<file path="src/rtl/frame_compositor.sv">
// frame_compositor: turns each scanned pixel into an RGB colour (ball, paddle,
// wall or background) through a 2-stage pipeline. Geometry is snapshotted once
// per frame at the frame-start pixel. A one-cycle newFrame pulse follows the last
// visible pixel.
module frame_compositor #(
    parameter int          BALL_W     = 10,
    parameter int          BALL_H     = 10,
    parameter int          H_ACTIVE   = 640,
    parameter int          V_ACTIVE   = 480,
    parameter logic [23:0] BALL_RGB   = 24'hFFFFFF,
    parameter logic [23:0] PADDLE_RGB = 24'h00FF00,
    parameter logic [23:0] WALL_RGB   = 24'h0000FF,
    parameter logic [23:0] BG_RGB     = 24'h000000
) (
    input  logic        clk,
    input  logic        reset,
    input  logic        pixValid,
    input  logic [12:0] hCount,
    input  logic [12:0] vCount,
    input  logic [12:0] ballX,
    input  logic [12:0] ballY,
    input  logic [12:0] paddleLeft,
    input  logic [12:0] paddleRight,
    input  logic [12:0] paddleTop,
    input  logic [12:0] paddleBottom,
    input  logic [12:0] wallLeft,
    input  logic [12:0] wallRight,
    input  logic [12:0] wallTop,
    input  logic [12:0] wallBottom,
    output logic        newFrame,
    output logic [23:0] rgbOut,
    output logic        rgbValid
);

    // Ball half-extents. Left/top take the larger half for even sizes.
    localparam logic signed [13:0] BALL_LO_X = 14'(BALL_W >> 1);
    localparam logic signed [13:0] BALL_HI_X = 14'((BALL_W - 1) >> 1);
    localparam logic signed [13:0] BALL_LO_Y = 14'(BALL_H >> 1);
    localparam logic signed [13:0] BALL_HI_Y = 14'((BALL_H - 1) >> 1);
    localparam logic [12:0]        LAST_H    = 13'(H_ACTIVE - 1);
    localparam logic [12:0]        LAST_V    = 13'(V_ACTIVE - 1);

    // Per-frame shadow copies of the geometry inputs
    logic [12:0] r_ball_x, r_ball_y;
    logic [12:0] r_pad_l, r_pad_r, r_pad_t, r_pad_b;
    logic [12:0] r_wall_l, r_wall_r, r_wall_t, r_wall_b;
    logic        r_shadow_valid;

    // Stage-1 hit flags and valid bit
    logic        r_s1_ball, r_s1_paddle, r_s1_wall, r_s1_valid;

    // Effective geometry for this pixel: live inputs at frame start, shadow otherwise
    logic        w_fs;
    logic        w_geom_ok;
    logic [12:0] w_ball_x, w_ball_y;
    logic [12:0] w_pad_l, w_pad_r, w_pad_t, w_pad_b;
    logic [12:0] w_wall_l, w_wall_r, w_wall_t, w_wall_b;
    logic signed [13:0] w_h_s, w_v_s, w_bl, w_br, w_bt, w_bb;
    logic        w_hit_ball, w_hit_paddle, w_hit_wall;
    logic        w_last_pix;

    assign w_fs       = pixValid && (hCount == 13'd0) && (vCount == 13'd0);
    assign w_last_pix = pixValid && (hCount == LAST_H) && (vCount == LAST_V);
    assign w_geom_ok  = w_fs || r_shadow_valid;

    // Bypass mux so the frame-start pixel already sees the new geometry
    always_comb begin
        w_ball_x = w_fs ? ballX        : r_ball_x;
        w_ball_y = w_fs ? ballY        : r_ball_y;
        w_pad_l  = w_fs ? paddleLeft   : r_pad_l;
        w_pad_r  = w_fs ? paddleRight  : r_pad_r;
        w_pad_t  = w_fs ? paddleTop    : r_pad_t;
        w_pad_b  = w_fs ? paddleBottom : r_pad_b;
        w_wall_l = w_fs ? wallLeft     : r_wall_l;
        w_wall_r = w_fs ? wallRight    : r_wall_r;
        w_wall_t = w_fs ? wallTop      : r_wall_t;
        w_wall_b = w_fs ? wallBottom   : r_wall_b;
    end

    // Hit tests; ball box in 14-bit signed so it can extend past column/row 0
    always_comb begin
        w_h_s = $signed({1'b0, hCount});
        w_v_s = $signed({1'b0, vCount});
        w_bl  = $signed({1'b0, w_ball_x}) - BALL_LO_X;
        w_br  = $signed({1'b0, w_ball_x}) + BALL_HI_X;
        w_bt  = $signed({1'b0, w_ball_y}) - BALL_LO_Y;
        w_bb  = $signed({1'b0, w_ball_y}) + BALL_HI_Y;
        w_hit_ball   = (w_bl <= w_h_s) && (w_h_s <= w_br) &&
                       (w_bt <= w_v_s) && (w_v_s <= w_bb);
        w_hit_paddle = (w_pad_l <= hCount) && (hCount <= w_pad_r) &&
                       (w_pad_t <= vCount) && (vCount <= w_pad_b);
        w_hit_wall   = (hCount < w_wall_l) || (hCount > w_wall_r) ||
                       (vCount < w_wall_t) || (vCount > w_wall_b);
    end

    // Capture geometry at frame start
    always_ff @(posedge clk or posedge reset) begin
        if (reset) begin
            r_ball_x <= '0; r_ball_y <= '0;
            r_pad_l  <= '0; r_pad_r  <= '0; r_pad_t  <= '0; r_pad_b  <= '0;
            r_wall_l <= '0; r_wall_r <= '0; r_wall_t <= '0; r_wall_b <= '0;
            r_shadow_valid <= 1'b0;
        end else if (w_fs) begin
            r_ball_x <= ballX;      r_ball_y <= ballY;
            r_pad_l  <= paddleLeft; r_pad_r  <= paddleRight;
            r_pad_t  <= paddleTop;  r_pad_b  <= paddleBottom;
            r_wall_l <= wallLeft;   r_wall_r <= wallRight;
            r_wall_t <= wallTop;    r_wall_b <= wallBottom;
            r_shadow_valid <= 1'b1;
        end
    end

    // Stage 1: register hit flags; no geometry yet means plain background
    always_ff @(posedge clk or posedge reset) begin
        if (reset) begin
            r_s1_ball   <= 1'b0;
            r_s1_paddle <= 1'b0;
            r_s1_wall   <= 1'b0;
            r_s1_valid  <= 1'b0;
        end else begin
            r_s1_ball   <= w_geom_ok && w_hit_ball;
            r_s1_paddle <= w_geom_ok && w_hit_paddle;
            r_s1_wall   <= w_geom_ok && w_hit_wall;
            r_s1_valid  <= pixValid;
        end
    end

    // Stage 2: priority colour mux, blanked when no pixel is in flight
    always_ff @(posedge clk or posedge reset) begin
        if (reset) begin
            rgbOut   <= 24'h0;
            rgbValid <= 1'b0;
        end else if (!r_s1_valid) begin
            rgbOut   <= 24'h0;
            rgbValid <= 1'b0;
        end else begin
            rgbValid <= 1'b1;
            if (r_s1_ball)        rgbOut <= BALL_RGB;
            else if (r_s1_paddle) rgbOut <= PADDLE_RGB;
            else if (r_s1_wall)   rgbOut <= WALL_RGB;
            else                  rgbOut <= BG_RGB;
        end
    end

    // End-of-frame pulse, one cycle after the last visible pixel
    always_ff @(posedge clk or posedge reset) begin
        if (reset) newFrame <= 1'b0;
        else       newFrame <= w_last_pix;
    end

endmodule
</file>
<file path="config.mk">
export PLATFORM = sky130hd
export DESIGN_NAME = frame_compositor
export DESIGN_NICKNAME = d
export VERILOG_FILES = /design/src/rtl/frame_compositor.sv
export SDC_FILE = /design/constraint.sdc
export NUM_CORES = 1
export LEC_CHECK = 0
export CORE_AREA = 2 2 162 164
export CTS_CLUSTER_SIZE = 20
export DETAILED_ROUTE_END_ITERATION = 10
export DIE_AREA = 0 0 164 166
export PLACE_DENSITY_LB_ADDON = 0.1
export SYNTH_ARGS = -nofsm -noshare
export SYNTH_HDL_FRONTEND = slang
export SYNTH_SLANG_ARGS = --single-unit
export TNS_END_PERCENT = 20
</file>
<file path="constraint.sdc">
create_clock -name clk -period 4.2 [get_ports clk]
set_input_delay 0.63 -clock clk [delete_from_list [all_inputs] [get_ports clk]]
set_output_delay 0.63 -clock clk [all_outputs]
set_load 0.02 [all_outputs]
</file>
# Yosys cells after proc, flatten, opt, wreduce, memory -nomap -nowiden
# Index checks and enable logic that the tools add are counted.
# Widths: inputs -> output; s select.
[classes]
add_sub_neg = 4
n_lt_le_gt_ge = 12
n_eq_ne = 2
muxes = 15
reduce_logical = 19
[ops]
columns = ["cell", "n"]
rows = [
  ["$mux 13", 10],
  ["$le 14x14->1", 4],
  ["$le 13x13->1", 4],
  ["$mux 24", 2],
  ["$add 13x3->14 const B", 2],
  ["$sub 13x3->14 const B", 2],
  ["$gt 13x13->1", 2],
  ["$logic_not 13->1", 2],
  ["$lt 13x13->1", 2],
  ["$mux 16", 1],
  ["$eq 13x10->1 const B", 1],
  ["$eq 13x9->1 const B", 1],
  ["$logic_and 1x1->1", 13],
  ["$mux 8", 1],
  ["$logic_or 1x1->1", 4],
  ["$mux 1", 1],
]
[word_totals]
reg_bits = 161
input_bits = 159

# Logic depth before layout (Yosys ltp)
# Gate-level depths: netlist of run 1.
[logic_depth]
word_depth = 10
ltp_mapped = 21
depth_no_buf = 17

# Worst setup path after synthesis of run 1
# OpenSTA, ideal clock, no wires.
[synth_path]
path_kind = "input port to flip-flop"
startpoint = "in hCount[11]"
endpoint = "reg r_s1_ball"
setup_ns = 0.120
arrival_time_ns = 4.188
t_required_ns = 4.080
path_slack_ns = -0.108
stages = 19
n_path_buf = 5
cell_sequence = "nor4b_1 -> nand3_1 -> or2_1 -> buf_6 -> buf_4 -> buf_2 -> buf_2 -> buf_2 -> mux2i_1 -> ha_1 -> nor2b_1 -> nor4_1 -> xnor2_1 -> ha_1 -> and4_1 -> o311ai_0 -> a221o_1 -> o2111a_1 -> o211a_1"
[synth_via]
elab_chain_len = 10
word_cells_on_any_way = 18
classes_between = "4 x add/sub; 4 x order compare; 2 x mux; 8 x reduce/logical"
[synth_lines]
columns = ["element", "line", "source"]
rows = [
  ["from (decl)", "18", "input logic [12:0] hCount,"],
  ["$logic_not 13->1", "62", "assign w_fs = pixValid && (hCount == 13'd0) && (vCount == 13'd0);"],
  ["$logic_and 1x1->1 (2 in series)", "62", ""],
  ["$mux 13", "--", ""],
  ["$sub 13x3->14 or $add 13x3->14 (tied branches)", "84, 85", ""],
  ["$le 14x14->1", "88", "w_hit_ball = (w_bl <= w_h_s) && (w_h_s <= w_br) &&"],
  ["$logic_and 1x1->1 (2 in series)", "88", ""],
  ["$logic_and 1x1->1", "89", "(w_bt <= w_v_s) && (w_v_s <= w_bb);"],
  ["$logic_and 1x1->1 (*)", "121", "r_s1_ball <= w_geom_ok && w_hit_ball;"],
  ["to (signal assigned)", "121", ""],
  ["to (decl)", "50", "logic r_s1_ball, r_s1_paddle, r_s1_wall, r_s1_valid;"],
]
# Every way passes the cells marked *; elsewhere a longest branch is shown, timed or not.
# A chain may end at the register's enable or synchronous reset.

# Worst setup path in the final report of run 1
[layout_path]
startpoint = "in vCount[8]"
endpoint = "reg r_s1_ball"
[layout_via]
elab_chain_len = 9
word_cells_on_any_way = 17
classes_between = "4 x add/sub; 4 x order compare; 2 x mux; 7 x reduce/logical"
[layout_lines]
columns = ["element", "line", "source"]
rows = [
  ["from (decl)", "19", "input logic [12:0] vCount,"],
  ["$logic_not 13->1", "62", ""],
  ["$logic_and 1x1->1", "62", ""],
  ["$mux 13", "--", ""],
  ["$sub 13x3->14 or $add 13x3->14 (tied branches)", "84, 85", ""],
  ["$le 14x14->1", "88", ""],
  ["$logic_and 1x1->1 (2 in series)", "88", ""],
  ["$logic_and 1x1->1", "89", ""],
  ["$logic_and 1x1->1 (*)", "121", ""],
]
# Marked as above.

==> impl_metrics.yaml, run 1 <==
place:
  pre_cts_ws_ns: -1.05
  dp_cells: 1721
  gp_congestion: 0.867
  dpl.hpwl_um: 25400
  port_buffers: 184
  dpl_cell_area_um2: 13400
power_and_ir_drop:
  p_per_area_nw_per_um2: 250
  irDropWorstVdd_v: 0.000196
  leakage_nw: 8.08
clocking:
  cts_tree: "yes"
  clk_pin_slew_ns: 0.06
  htree_num_levels: 4
  cts_buffers: 17
  clk_latency_ns: 0.43
  cts_hold_repair.buffers: 0
  ctsRootBufferMaster: "clkbuf_16"
  clockBufferDepth: 2
  cts.sinks: 140
layout:
  drive_above_1_share_pct: 14.2
  fin_util_pct: 55.2
  fillers: 2330
  area_delta_synth_final_pct: 37.5
  final_nets: 1723
  ff_latch_area_um2: 3500
  fin_cells: 1754
  fin_area_um2: 14100
  multiInputGateArea_um2: 6100
outcome:
  status: "complete, no violations"
yosys:
  yosysUniqueCellTypes: 62
  synthesis.area_um2: 10300
  yosysTopAreaCell: "dfrtp_1"
  synth-edff-count: 0
  syn_inst: 1108
  avgSynthCellArea_um2: 9.27
  synth_seq_cells: 140
  async_reset_ff_share_pct: 100
  ys_warn_count: 0
  ys_seq_area_share_pct: 34.1
  synth.top_cell.area_share_pct: 34.1
  syn_nets: 1425
  synth.area.top_cells: "dfrtp_1 34%, ha_1 19%, mux2i_1 9.5%"
  ys.flop_type: "dfrtp_1"
critical_path:
  reg2reg_setup_slack_ns: 0.80
  cp-start-kind: "primary input"
  crit_arrival_ns: 4.40
  end_kind: "flop"
  critPathKind: "in2reg"
  reg2reg_depth: 12
  required_ns: 4.56
  critical_path.max_fanout: 6
  crit-reg2reg-launch: "r_ball_x[3]"
  worstReg2RegEnd: "r_s1_ball"
drt:
  viasPerCell: 5.15
  drtPass1Iterations: 5
  drtAntennaViolNets: 0
  first_iter_violations: 459
  drc: 0
  wl_per_cell_um: 18.3
  totalWireLength_um: 32200
  route.vias.total: 9038
sta:
  slew_viol_final: 0
  fin_crit_ns: 4.04
  clock.fmax_mhz: 248
  grt_setup_unrepaired: "no"
  setup_violations: 0
  final.period_utilization_pct: 96.1
  setup_slack_ns: 0.162
  tightest_slew_ns: 0.909
  hold_viol_final: 0
  slew-limit-headroom_pct: 39.3
  skew_ns: 0.00857
floorplanning:
  fp-row-count: 59
  die_h_um: 166
  coreArea_um2: 25600
  die_area_um2: 27200
  io_pins: 185
  die_x_um: 164
  initial_core_util_pct: 40.1
hold_path:
  hold_start: "r_s1_valid"
  worst_hold_path_type: "reg2reg"
  holdPathStages: 0
  min_to: "rgbValid"
global_route:
  grt_pass1_wl_um: 48900
  antenna_found_initial: 1
  grtUsageTotal_pct: 23.6
  grt-ovfl-total: 0
  grt_pass1_vias: 8897
  grt_max_degree: 53
flow_run:
  cap_violations: 0
[timing repair]
action	in CTS	in global routing
buffers inserted	0	1
endpoints found under the hold margin	0	0
gates resized for setup	19	28
pin swaps	5	13
endpoints found under the setup margin	3	2
gates cloned	0	0
[synthesized netlist by cell type, drive strengths merged (5+ instances only)]
cell type	n
nor2	45
a21oi	46
ha	158
nor4	20
and3	10
buf	40
inv	129
o21a	12
nand4	35
nor3	20
mux2i	98
or4	9
a21o	19
nand2	132
dfrtp	140
clkbuf	6
nand3	27
a2111oi	5
o21ai	39
nor2b	13
nand2b	5
xor2	10
xnor2	29
[worst max path at each step]
stage	startpoint	to	slack (ns)	cells past startpoint
after floorplan	hCount[11]	r_s1_ball	-0.11	19
after global placement	vCount[4]	r_s1_ball	-1.01	15
after detailed placement	vCount[4]	r_s1_ball	-1.05	15
after global routing	pixValid	r_s1_ball	0.01	15
final	vCount[8]	r_s1_ball	0.16	15
after CTS	vCount[12]	r_s1_ball	0.009	14
[worst max-delay path, stage by stage]
cell	delay, ns
dlygate4sd2_1	0.28
nor4_4	0.40
nand4_1	0.18
or2_4	0.34
or4_4	0.49
o41ai_2	0.07
or3b_4	0.42
xnor2_1	0.14
ha_1	0.34
a21oi_2	0.14
o21ai_2	0.07
a2111oi_2	0.35
a221o_1	0.22
o2111a_1	0.18
o211a_1	0.13
[registers in the layout (all words and copies together), names as in the netlist]
name	cells
r_ball_x	13
r_ball_y	13
r_pad_b	13
r_pad_l	13
r_pad_r	13
r_pad_t	13
r_wall_b	13
r_wall_l	13
r_wall_r	13
r_wall_t	13
rgbOut	3
newFrame	1
r_s1_ball	1
r_s1_paddle	1
r_s1_valid	1
r_s1_wall	1
r_shadow_valid	1
rgbValid	1
[per-layer routing]
| metal | part of all wire [%] | wire, um | track usage, % |
|---|---|---|---|
| met1 | 46 | 14700 | 32.3 |
| met4 | 3.3 | 1050 | 9.42 |
| met2 | 45 | 14600 | 37.0 |
| met5 | 0 | 0 | 0 |
| met3 | 5.7 | 1830 | 3.97 |
[power by group]
group          switching [W]  internal, W
combinational       0.000236     0.000253
sequential       0.000000646      0.00135
clock               0.000638      0.00106
total               0.000874      0.00266
[final cells by class]
class                      count  share of cell area [%]
multi-input combinational    793                    43.2
sequential                   140                    24.8
timing repair buffer         325                    21.0
inverter                     129                    3.45
clock buffer                  18                    3.04
tap                          335                    2.97
clock inverter                13                    1.51
antenna                        1                  0.0177
[metrics by stage]
step / hold WS (ns) / setup TNS [ns] / total power (W)
3_5_place_dp: 0.438 / -2.76 / 0.00186
3_3_place_gp: 0.440 / -2.66 / 0.00186
2_1_floorplan: 0.388 / -0.108 / 0.00154
6_report: 0.444 / 0 / 0.00353
4_1_cts: 0.452 / 0 / 0.00356
5_1_grt: 0.486 / 0 / 0.00366
[cell usage in the layout (no fill, tap or decap), types with 26 or more instances in the layout]
| cell | count |
|---|---|
| dfrtp_1 | 140 |
| nand3_1 | 26 |
| nor2_1 | 44 |
| a21oi_1 | 45 |
| nand4_1 | 35 |
| ha_1 | 158 |
| inv_1 | 128 |
| xnor2_1 | 29 |
| nand2_1 | 132 |
| o21ai_0 | 38 |
| buf_4 | 135 |
| clkdlybuf4s50_1 | 163 |
| mux2i_1 | 97 |
[cells by family (layout without fill, tap and decap cells)]
| family | after synthesis | in the layout | synth area share (%) |
|---|---|---|---|
| AND/OR/NAND/NOR | 331 | 331 | 15.6 |
| buffers and inverters | 175 | 485 | 7.44 |
| AO/OA/AOI/OAI | 162 | 162 | 10.2 |
| adder cells (fa/ha/maj) | 159 | 159 | 19.3 |
| flip-flops | 140 | 140 | 34.1 |
| multiplexers | 102 | 102 | 9.98 |
| XOR/XNOR | 39 | 39 | 3.32 |
| other | 0 | 1 | 0 |
No activity file was read; power rests on OpenSTA's default activity.
==> run 2: changes to the inputs <==
--- a/config.mk
+++ b/config.mk
@@ -5,11 +5,12 @@
 export SDC_FILE = /design/constraint.sdc
 export NUM_CORES = 1
 export LEC_CHECK = 0
-export CORE_AREA = 2 2 162 164
+export CORE_AREA = 2 2 148 150
 export CTS_CLUSTER_SIZE = 20
 export DETAILED_ROUTE_END_ITERATION = 10
-export DIE_AREA = 0 0 164 166
+export DIE_AREA = 0 0 150 152
 export PLACE_DENSITY_LB_ADDON = 0.1
+export RECOVER_POWER = 100
 export SYNTH_ARGS = -nofsm -noshare
 export SYNTH_HDL_FRONTEND = slang
 export SYNTH_SLANG_ARGS = --single-unit
==> impl_metrics.yaml, run 2 (synthesis results as in run 1) <==
place:
  dpl.hpwl_um: 24900
  gp_congestion: 0.909
  dpl_cell_area_um2: 13200
  port_buffers: 184
sta:
  setup_slack_ns: -0.0243
  skew_ns: 0.00773
  final.period_utilization_pct: 101
  fin_hold_ws_ns: 0.426
  setup_violations: 1
  hold_viol_final: 0
  clock.fmax_mhz: 237
  tightest_slew_ns: 1.66
  slew-limit-headroom_pct: -10.7
  slew_viol_final: 116
  grt_setup_unrepaired: "yes"
  fin_crit_ns: 4.22
clocking:
  cts_hold_repair.buffers: 0
  htree_num_levels: 4
  cts.sinks: 140
  ctsRootBufferMaster: "clkbuf_16"
  clockBufferDepth: 2
  clk_pin_slew_ns: 0.07
  cts_buffers: 17
  cts_tree: "yes"
  clk_latency_ns: 0.43
flow_run:
  cap_violations: 1
drt:
  wl_per_cell_um: 18.9
  totalWireLength_um: 32000
  viasPerCell: 5.41
  route.vias.total: 9157
  drtAntennaViolNets: 0
  drc: 0
  drtPass1Iterations: 4
  first_iter_violations: 428
global_route:
  gr-max-usage-layer: "met2"
  grtUsageMet3_pct: 4.59
  antenna_found_initial: 0
  grt_use_met2_pct: 45.4
  grt_pass1_wl_um: 49700
  grt-ovfl-total: 0
  grt_max_degree: 116
  grtUsageTotal_pct: 28.4
  grt_pass1_vias: 9185
  grt_use_met1_pct: 39.7
critical_path:
  slowest_stage: "or4_4"
  cpPeakStageDelay_ns: 0.48
  cp-start-kind: "primary input"
  crit_chain: "clkdlybuf4s15_1, nor4_2, buf_4, nand4_1, or2_4, or4_4, o41ai_2, or3b_4, xnor2_2, ha_1, a21oi_1, o21ai_0, a2111oi_1, a221o_1, o2111a_1, o211a_1"
  crit_arrival_ns: 4.59
  path_buf_inv: 2
  critical_path.max_fanout: 4
  end_kind: "flop"
  critPathKind: "in2reg"
  crit_family: "simple AND/OR/NAND/NOR gates"
  required_ns: 4.57
layout:
  fin_area_um2: 14000
  final_nets: 1717
  final_cell_mix: "161 x clkdlybuf4s50_1, 156 x ha_1, 140 x dfrtp_1"
  drive_above_1_share_pct: 14.2
  area_delta_synth_final_pct: 36.5
  n_antenna_cell: 0
  final_common_cell: "clkdlybuf4s50_1"
floorplanning:
  initial_core_util_pct: 48.1
  die_x_um: 150
  coreArea_um2: 21400
  die_h_um: 152
  fp-row-count: 54
  io_pins: 185
  die_area_um2: 22800
power_and_ir_drop:
  leakage_nw: 8.06
  irDropWorstVdd_v: 0.000266
  p_per_area_nw_per_um2: 242
outcome:
  violations: "max-capacitance violations, max-slew violations, negative setup slack"
  status: "complete, but fails checks"
hold_path:
  worst_hold_path_type: "in2reg"
## run 2: cell types whose count changed in the layout (fill, tap and decap cells not counted), moves of 4 or more
cell,delta
buf_12,-5
buf_4,-6
bufinv_16,-4
dlygate4sd2_1,-6
dlymetal6s2s_1,+6
inv_6,+5
mux2i_1,-4
mux2i_2,+4
## run 2: what timing repair did
action,in CTS,in global routing
endpoints found under the setup margin,3,3
gates resized for setup,14,45
buffers inserted,0,0
pin swaps,1,15
gates cloned,0,0
## run 2: worst register-to-register path: cells and delay by family (launching register included)
| family | cells | cell delay, ns |
|---|---|---|
| and+or+nand+nor | 4 | 1.22 |
| xor gates and xnor gates | 1 | 0.18 |
| DFF | 1 | 0.42 |
| adders and majority gates | 1 | 0.32 |
| buffers and inverters | 1 | 0.17 |
| AOI/OAI and AO/OA | 6 | 1.12 |
## run 2: power breakdown
group	leakage, nW	switching [W]	internal, W
Sequential	1.95	0.000000582	0.00135
Combinational	5.82	0.000235	0.000252
Clock	0.296	0.000701	0.000851
## run 2: per-stage QoR
stage,std cells,util (%),power (W),setup TNS (ns),setup slack [ns]
floorplan,1108,-,0.00154,-0.108,-0.108
global placement,1661,62.0,0.00185,-1.67,-0.617
detailed placement,1661,62.0,0.00186,-1.91,-0.745
CTS,1693,65.0,0.00341,-0.113,-0.113
global route,1693,65.7,0.00353,-0.194,-0.194
finish,1693,65.7,0.00339,-0.0243,-0.0243
## run 2: path summary, 6_finish.rpt
path / slack (ns) / startpoint / cells past startpoint / to
worst max-delay path: -0.02 / vCount[0] / 16 / r_s1_ball
worst min-delay path: 0.43 / pixValid / 1 / r_s1_valid
worst max register to register: 0.70 / r_ball_x[3] / 13 / r_s1_ball
worst min register to register: 0.44 / r_s1_valid / 0 / rgbValid
max in group asynchronous: 1.12 / reset / 3 / r_pad_l[6]
min in group asynchronous: 0.86 / reset / 2 / rgbOut[22]
## run 2: area by class of cell
| class | count | area (um2) |
|---|---|---|
| clock buffer | 17 | 425 |
| clock inverter | 15 | 171 |
| fill | 1806 | 7330 |
| inverter | 129 | 485 |
| multi-input combinational | 793 | 6180 |
| sequential | 140 | 3500 |
| tap | 280 | 350 |
| timing repair buffer | 319 | 2910 |
## run 2: metal layers
| metal | up-vias | share of wire, % | wire length [um] |
|---|---|---|---|
| met2 | 228 | 46 | 14800 |
| li1 | 4484 | - | - |
| met5 | - | 0 | 0 |
| met1 | 4399 | 46 | 14600 |
| met4 | 0 | 2.2 | 708 |
| met3 | 46 | 5.5 | 1770 |
==> run 3: changes to the inputs <==
--- a/config.mk
+++ b/config.mk
@@ -5,10 +5,11 @@
 export SDC_FILE = /design/constraint.sdc
 export NUM_CORES = 1
 export LEC_CHECK = 0
-export CORE_AREA = 2 2 148 150
+export CORE_AREA = 4 4 150 152
 export CTS_CLUSTER_SIZE = 20
 export DETAILED_ROUTE_END_ITERATION = 10
-export DIE_AREA = 0 0 150 152
+export DIE_AREA = 0 0 154 156
+export MAX_ROUTING_LAYER = met4
 export PLACE_DENSITY_LB_ADDON = 0.1
 export RECOVER_POWER = 100
 export SYNTH_ARGS = -nofsm -noshare
==> impl_metrics.yaml, run 3 (synthesis results as in run 1) <==
hold_path:
  worst_hold_path_type: "reg2reg"
critical_path:
  critical_path.max_fanout: 7
  required_ns: 4.52
  cp-start-kind: "primary input"
  end_kind: "flop"
  critPathKind: "in2reg"
  crit_arrival_ns: 4.44
layout:
  n_antenna_cell: 0
  fin_util_pct: 66.4
  fin_cells: 1683
  final_cell_mix: "156 x ha_1, 149 x clkdlybuf4s50_1, 140 x dfrtp_1"
  drive_above_1_share_pct: 14.0
  area_delta_synth_final_pct: 35.8
  final_nets: 1712
  final_common_cell: "ha_1"
clocking:
  htree_num_levels: 4
  cts_tree: "yes"
  clockBufferDepth: 2
  cts_buffers: 17
  clk_latency_ns: 0.43
  clk_pin_slew_ns: 0.06
  ctsRootBufferMaster: "clkbuf_16"
  cts.sinks: 140
sta:
  final.period_utilization_pct: 98.3
  slew_viol_final: 44
  fin_crit_ns: 4.13
  hold_viol_final: 0
  setup_violations: 0
  setup_slack_ns: 0.0720
  tightest_slew_ns: 1.86
  clock.fmax_mhz: 242
  fin_setup_tns_ns: 0
  skew_ns: 0.00936
  slew-limit-headroom_pct: -24.9
floorplanning:
  die_h_um: 156
  io_pins: 185
  initial_core_util_pct: 48.9
  coreArea_um2: 21000
  die_area_um2: 24000
  die_x_um: 154
  fp-row-count: 53
power_and_ir_drop:
  p_total_w: 0.00333
  p_per_area_nw_per_um2: 238
  leakage_nw: 8.04
  irDropWorstVdd_v: 0.000294
place:
  port_buffers: 184
  gp_congestion: 0.934
  dp_cells: 1648
  pre_cts_ws_ns: -0.664
  dpl.hpwl_um: 24300
drt:
  drc: 0
  wl_per_cell_um: 18.5
  drtAntennaViolNets: 0
  route.vias.total: 9193
  viasPerCell: 5.46
  first_iter_violations: 638
  totalWireLength_um: 31100
  drtPass1Iterations: 5
global_route:
  grt_pass1_vias: 9028
  grt_use_met1_pct: 36.1
  grt_use_met2_pct: 39.5
  grtUsageMet3_pct: 4.05
  antenna_found_initial: 0
  grtUsageTotal_pct: 26.2
  grt_max_degree: 62
  gr-max-usage-layer: "met2"
  grt-ovfl-total: 0
  grt_pass1_wl_um: 48100
outcome:
  violations: "max-capacitance violations, max-slew violations"
  status: "complete, but fails checks"
flow_run:
  cap_violations: 1
run 3: changes by cell type in the layout (fill, tap and decap cells not counted), sizes merged:
cell,previous run,this run
clkinvlp,1,3
inv,139,133
dlymetal6s2s,15,7
dlygate4sd3,3,27
dlygate4sd2,3,1
clkinv,3,6
clkdlybuf4s50,161,149
buf,133,127
clkbuf,20,21
clkdlybuf4s15,1,0
run 3: metal layers:
layer | wire (um) | share of wire, % | vias to the layer above
li1 | - | - | 4467
met1 | 14400 | 46 | 4375
met2 | 14100 | 45 | 298
met3 | 1730 | 5.5 | 53
met4 | 877 | 2.8 | 0
met5 | 0 | 0 | -
run 3: what timing repair did:
item                                    4_1_cts  5_1_grt
buffers inserted                              0        3
gates resized for setup                       6       45
hold buffers                                  0        0
cloned                                        0        0
pin swaps                                     0       14
endpoints found under the setup margin        2        3
run 3: stage by stage:
stage	hold slack, ns	instance area (um2)
final	0.442	14000
after global routing	0.470	14000
after CTS	0.439	13800
after detailed placement	0.425	13200
after global placement	0.413	13200
after floorplan	0.388	10300
run 3: layout make-up:
cell class / count / area [um2]
multi-input cells: 793 / 6190
clock buffers: 18 / 439
well taps: 275 / 344
flip-flops and latches: 140 / 3500
inverters: 129 / 485
repair buffers: 314 / 2860
clock inverters: 14 / 136
fillers: 1723 / 7060
run 3: power by group:
group	total, W	switching (W)	internal (W)
logic	0.000483	0.000231	0.000252
clock network	0.00149	0.000651	0.000843
registers	0.00135	0.000000596	0.00135
total	0.00333	0.000882	0.00244
run 3: path summary, 6_finish.rpt:
check,cells after the start,slack [ns],endpoint,startpoint
max,17,0.07,r_s1_ball,vCount[9]
min,0,0.44,rgbValid,r_s1_valid
max reg2reg,12,0.74,r_s1_ball,r_ball_x[3]
min reg2reg,0,0.44,rgbValid,r_s1_valid
max in group asynchronous,3,1.08,r_ball_x[8],reset
min in group asynchronous,2,1.12,r_wall_r[8],reset
run 3: critical path, stage by stage:
cell	delay (ns)
clkdlybuf4s50_1	0.52
nor4_2	0.34
nand3_1	0.15
or2_4	0.30
buf_4	0.19
mux2i_2	0.22
ha_2	0.24
nor2b_4	0.07
a2111oi_1	0.39
buf_4	0.18
xor2_1	0.18
ha_1	0.27
nand4_1	0.07
nor3_1	0.05
a221o_1	0.26
o2111a_1	0.25
o211a_1	0.10
